===== src/rtl/prng_req_arbiter.sv =====
// Shares one free-running PRNG word stream between NUM_REQ consumers: discards
// WARMUP words after reset/reseed, then grants each fresh word to one requester round-robin.
module prng_arb_lane #(
  parameter int PTR_W = 2,
  parameter int IDX   = 0
) (
  input  logic [PTR_W-1:0] rr_ptr_i,
  input  logic             req_i,
  output logic             hi_o
);
  // Request at or above the round-robin pointer: wins before any wrapped-around request.
  assign hi_o = req_i & ({1'b0, rr_ptr_i} <= (PTR_W+1)'(IDX));
endmodule

module prng_req_arbiter #(
  parameter int N       = 32,
  parameter int NUM_REQ = 4,
  parameter int WARMUP  = 16,
  parameter int CNT_W   = 16
) (
  input  logic               clk,
  input  logic               reset,
  input  logic [N-1:0]       rnd_in,
  input  logic               rnd_valid,
  input  logic               reseed,
  input  logic [NUM_REQ-1:0] req,
  output logic [NUM_REQ-1:0] gnt,
  output logic [N-1:0]       data_out,
  output logic               data_valid,
  output logic               ready,
  output logic [CNT_W-1:0]   words_served
);
  localparam int PTR_W = $clog2(NUM_REQ);
  localparam int WC_W  = 16;

  typedef enum logic [0:0] {ST_WARMUP, ST_SERVE} state_t;

  state_t             state_q, state_d;
  logic [WC_W-1:0]    wcnt_q, wcnt_d;
  logic [PTR_W-1:0]   rr_q, rr_d, win;
  logic [NUM_REQ-1:0] gnt_q, gnt_d, hi_req;
  logic [N-1:0]       data_q, data_d;
  logic               dv_q, dv_d;
  logic [CNT_W-1:0]   served_q, served_d;

  for (genvar i = 0; i < NUM_REQ; i++) begin : g_lane
    prng_arb_lane #(.PTR_W(PTR_W), .IDX(i)) u_lane (
      .rr_ptr_i (rr_q),
      .req_i    (req[i]),
      .hi_o     (hi_req[i])
    );
  end

  // Lowest set bit of req, overridden by lowest set bit at/above rr_q if any.
  always_comb begin
    win = '0;
    for (int i = NUM_REQ-1; i >= 0; i--) if (req[i])    win = PTR_W'(i);
    for (int i = NUM_REQ-1; i >= 0; i--) if (hi_req[i]) win = PTR_W'(i);
  end

  always_comb begin
    state_d  = state_q;
    wcnt_d   = wcnt_q;
    rr_d     = rr_q;
    gnt_d    = '0;
    dv_d     = 1'b0;
    data_d   = data_q;
    served_d = served_q;
    if (reseed) begin
      state_d = ST_WARMUP;
      wcnt_d  = '0;
    end else begin
      case (state_q)
        ST_WARMUP: begin
          if (rnd_valid) begin
            if (wcnt_q == WC_W'(WARMUP-1)) begin
              state_d = ST_SERVE;
              wcnt_d  = '0;
            end else begin
              wcnt_d = wcnt_q + WC_W'(1);
            end
          end
        end
        ST_SERVE: begin
          if (rnd_valid && (|req)) begin
            gnt_d  = NUM_REQ'(1) << win;
            data_d = rnd_in;
            dv_d   = 1'b1;
            rr_d   = (win == PTR_W'(NUM_REQ-1)) ? '0 : win + PTR_W'(1);
            if (served_q != '1) served_d = served_q + CNT_W'(1);
          end
        end
      endcase
    end
  end

  always_ff @(posedge clk or posedge reset) begin
    if (reset) begin
      state_q  <= ST_WARMUP;
      wcnt_q   <= '0;
      rr_q     <= '0;
      gnt_q    <= '0;
      data_q   <= '0;
      dv_q     <= 1'b0;
      served_q <= '0;
    end else begin
      state_q  <= state_d;
      wcnt_q   <= wcnt_d;
      rr_q     <= rr_d;
      gnt_q    <= gnt_d;
      data_q   <= data_d;
      dv_q     <= dv_d;
      served_q <= served_d;
    end
  end

  assign gnt          = gnt_q;
  assign data_out     = data_q;
  assign data_valid   = dv_q;
  assign ready        = (state_q == ST_SERVE);
  assign words_served = served_q;
endmodule


===== config.mk =====
export PLATFORM = sky130hd
export DESIGN_NAME = prng_req_arbiter
export DESIGN_NICKNAME = d
export VERILOG_FILES = /design/src/rtl/prng_req_arbiter.sv
export SDC_FILE = /design/constraint.sdc
export NUM_CORES = 1
export LEC_CHECK = 0
export CAP_MARGIN = 20
export CORE_ASPECT_RATIO = 0.8
export CORE_MARGIN = 5
export CORE_UTILIZATION = 47
export DETAILED_ROUTE_END_ITERATION = 12
export PLACE_DENSITY_LB_ADDON = 0.12
export SLEW_MARGIN = 20
export SYNTH_ARGS = -nofsm -noshare
export SYNTH_HDL_FRONTEND = slang
export SYNTH_SLANG_ARGS = --single-unit
export TNS_END_PERCENT = 30

===== constraint.sdc =====
create_clock -name clk -period 2.4 [get_ports clk]
set_input_delay 0.36 -clock clk [delete_from_list [all_inputs] [get_ports clk]]
set_output_delay 0.36 -clock clk [all_outputs]
set_load 0.1 [all_outputs]

==> results.yml <==
outcome:
  status: "completed"
final_layout:
  areaGrowthSynthToFinish_pct: 36.1
  final_common_cell: "nand2_1"
  n_fill_cell: 581
  fin_nets: 486
  drive_above_1_share: 0.196
  final_cells: 532
  n_antenna_cell: 0
  final_util: 0.651
  final_cell_mix: "109 x nand2_1, 72 x dfrtp_1, 62 x buf_4, 39 x clkdlybuf4s50_1, 24 x nor2_1"
sta:
  fmax_mhz: 510
  fin_crit_sh: 0.817
  finalSetupTns_ns: 0
  grt_setup_unrepaired: "no"
  worstMarginPinSlew_ns: 0.500
  drv_slew: 0
  fin_crit_ns: 1.96
  hold_ws_ns: 0.395
  setup_ws_ns: 0.439
  final_hold_viol_count: 0
  fin_worst_skew_ns: 0.00853
  setup_viol: 0
  slew_headroom: 0.664
synthesis:
  ys_types: 36
  netlist.area_leader.share: 0.555
  synth_area_leader_cell: "dfrtp_1"
  avgSynthCellArea_um2: 9.67
  syn_area_um2: 3250
  synth-seq-area-share: 0.555
  synth-seq-cells: 72
  yosys_warnings: 0
  synthTopCellsByArea: "dfrtp_1 55%, nand2_1 13%, xnor2_1 3.8%"
  synth_nets: 382
  synthesis.instances: 336
die:
  die-area_um2: 8680
  die_w_um: 103
  num_rows: 27
  start_util: 0.478
  coreArea_um2: 6790
  io_pins: 94
  die_h_um: 84.4
job:
  maxCapViolations: 0
clock_tree:
  cts.sinks: 72
  clk_path_buf_depth: 2
  path_clk_slew_ns: 0.08
  htreeDepth: 3
  root_buffer: "clkbuf_8"
  postCtsSetupRepairBufs: 0
  ctsHoldBuffers: 0
  cts_made_buffers: 9
  cts_tree: "done"
  cts.repair.resized: 0
  insertion_delay_ns: 0.34
placement:
  routabilityCongestion: 0.781
  dp_hpwl_um: 5570
  pre_cts_ws_ns: 0.164
  dp.cells: 516
  port_buffers: 93
grt:
  grt_pass1_wl_um: 12900
  grt_usage: 0.187
  grt_pass1_vias: 2687
  antenna_found_initial: 0
  gr-total-overflow: 0
  grt_max_degree: 27
setup_path:
  cp_data_required_time_ns: 2.66
  worst-r2r-cell-count: 6
  start_kind: "flop"
  cp-end-kind: "flop"
  timing_worst_setup_path_type: "flop to flop"
  cp_max_fo: 4
  arrival_ns: 2.22
power:
  p_leak_uw: 0.00229
  powerDensity_nw_per_um2: 555
  ir_worst_vdd_mv: 0.260
drt:
  viasPerCell: 4.93
  drcViolationCount: 0
  drt_iter0_drc: 56
  vias: 2625
  wl_um: 7650
  post_drt_wl_per_cell_um: 14.4
  drt_pre_antenna_iters: 4
  antenna_left: 0
min_path:
  hold_class: "primary input to async pin"
==> kinds of logic (layout without fill, tap and decap cells) <==
| logic type | count (synthesis) | in the layout | synth area share |
|---|---|---|---|
| flops | 72 | 72 | 0.555 |
| fa+ha+maj | 6 | 6 | 0.0231 |
| simple gates | 196 | 196 | 0.286 |
| xor+xnor | 25 | 25 | 0.0674 |
| compound gates | 16 | 16 | 0.0327 |
| buf+inv | 18 | 127 | 0.0258 |
| mux | 3 | 3 | 0.0100 |
==> final cells by class <==
cell class / count / area (um^2) / share of cell area
clock buffer: 14 / 173 / 0.0391
inverter: 9 / 38.8 / 0.00877
timing repair buffer: 102 / 876 / 0.198
clock inverter: 2 / 60.1 / 0.0136
tap: 87 / 109 / 0.0246
sequential: 72 / 1800 / 0.408
multi-input combinational: 246 / 1360 / 0.308
==> worst max-delay path, cell delays in order, from the launching register on <==
cell     delay [ns]
dfrtp_1        0.42
ha_1           0.25
and4b_1        0.21
and4_1         0.20
nor3_1         0.44
a41oi_1        0.19
a31oi_1        0.18
==> cells in the mapped netlist (all sizes together) <==
cell type / number
a211o: 1
a211oi: 1
a21oi: 7
a22o: 1
a31oi: 1
a41oi: 1
and2: 6
and3: 5
and4: 4
and4b: 2
buf: 4
clkbuf: 5
clkinv: 1
dfrtp: 72
ha: 6
inv: 8
mux2: 2
mux2i: 1
nand2: 109
nand2b: 4
nand3: 15
nand4: 9
nor2: 24
nor3: 10
nor4: 7
o21a: 2
o21ai: 1
o22ai: 1
or3b: 1
xnor2: 14
xor2: 11
==> flip-flops by register name (all words and copies together) (netlist names) <==
signal	cells
ready	1
data_out	32
wcnt_q	16
rr_q	2
gnt	4
words_served	16
data_valid	1
==> through the flow <==
step,instance area [um^2],total power (uW)
finish,4420,2450
global route,4420,2550
CTS,4420,2480
detailed placement,4190,1380
global placement,4190,1380
floorplan,3250,1290
==> report_power, final <==
part / total (uW) / leakage [uW] / switching (uW) / internal [uW]
Combinational: 132 / 0.00117 / 56.7 / 75.0
Clock: 1100 / 0.000117 / 430 / 673
Sequential: 1220 / 0.00100 / 4.04 / 1220
==> path summary, 6_finish.rpt <==
path / start / endpoint / slack (ns)
worst max-delay path: wcnt_q[0]$_DFFE_PP0P_ / wcnt_q[15]$_DFFE_PP0P_ / 0.44
worst min-delay path: reset / data_out[0]$_DFFE_PP0P_ / 0.39
worst max register to register: wcnt_q[0]$_DFFE_PP0P_ / wcnt_q[15]$_DFFE_PP0P_ / 0.44
worst min register to register: data_out[4]$_DFFE_PP0P_ / data_out[4]$_DFFE_PP0P_ / 0.48
max in group asynchronous: reset / wcnt_q[14]$_DFFE_PP0P_ / 1.43
min in group clk: data_out[4]$_DFFE_PP0P_ / data_out[4]$_DFFE_PP0P_ / 0.48
==> per-layer routing <==
metal,GRT usage,up-vias,wire (um)
met3,0.0698,8,513
met5,0,-,0
li1,-,1313,-
met2,0.282,61,3520
met1,0.253,1243,3530
met4,0.0518,0,82
(Power assumes the default switching activity.)
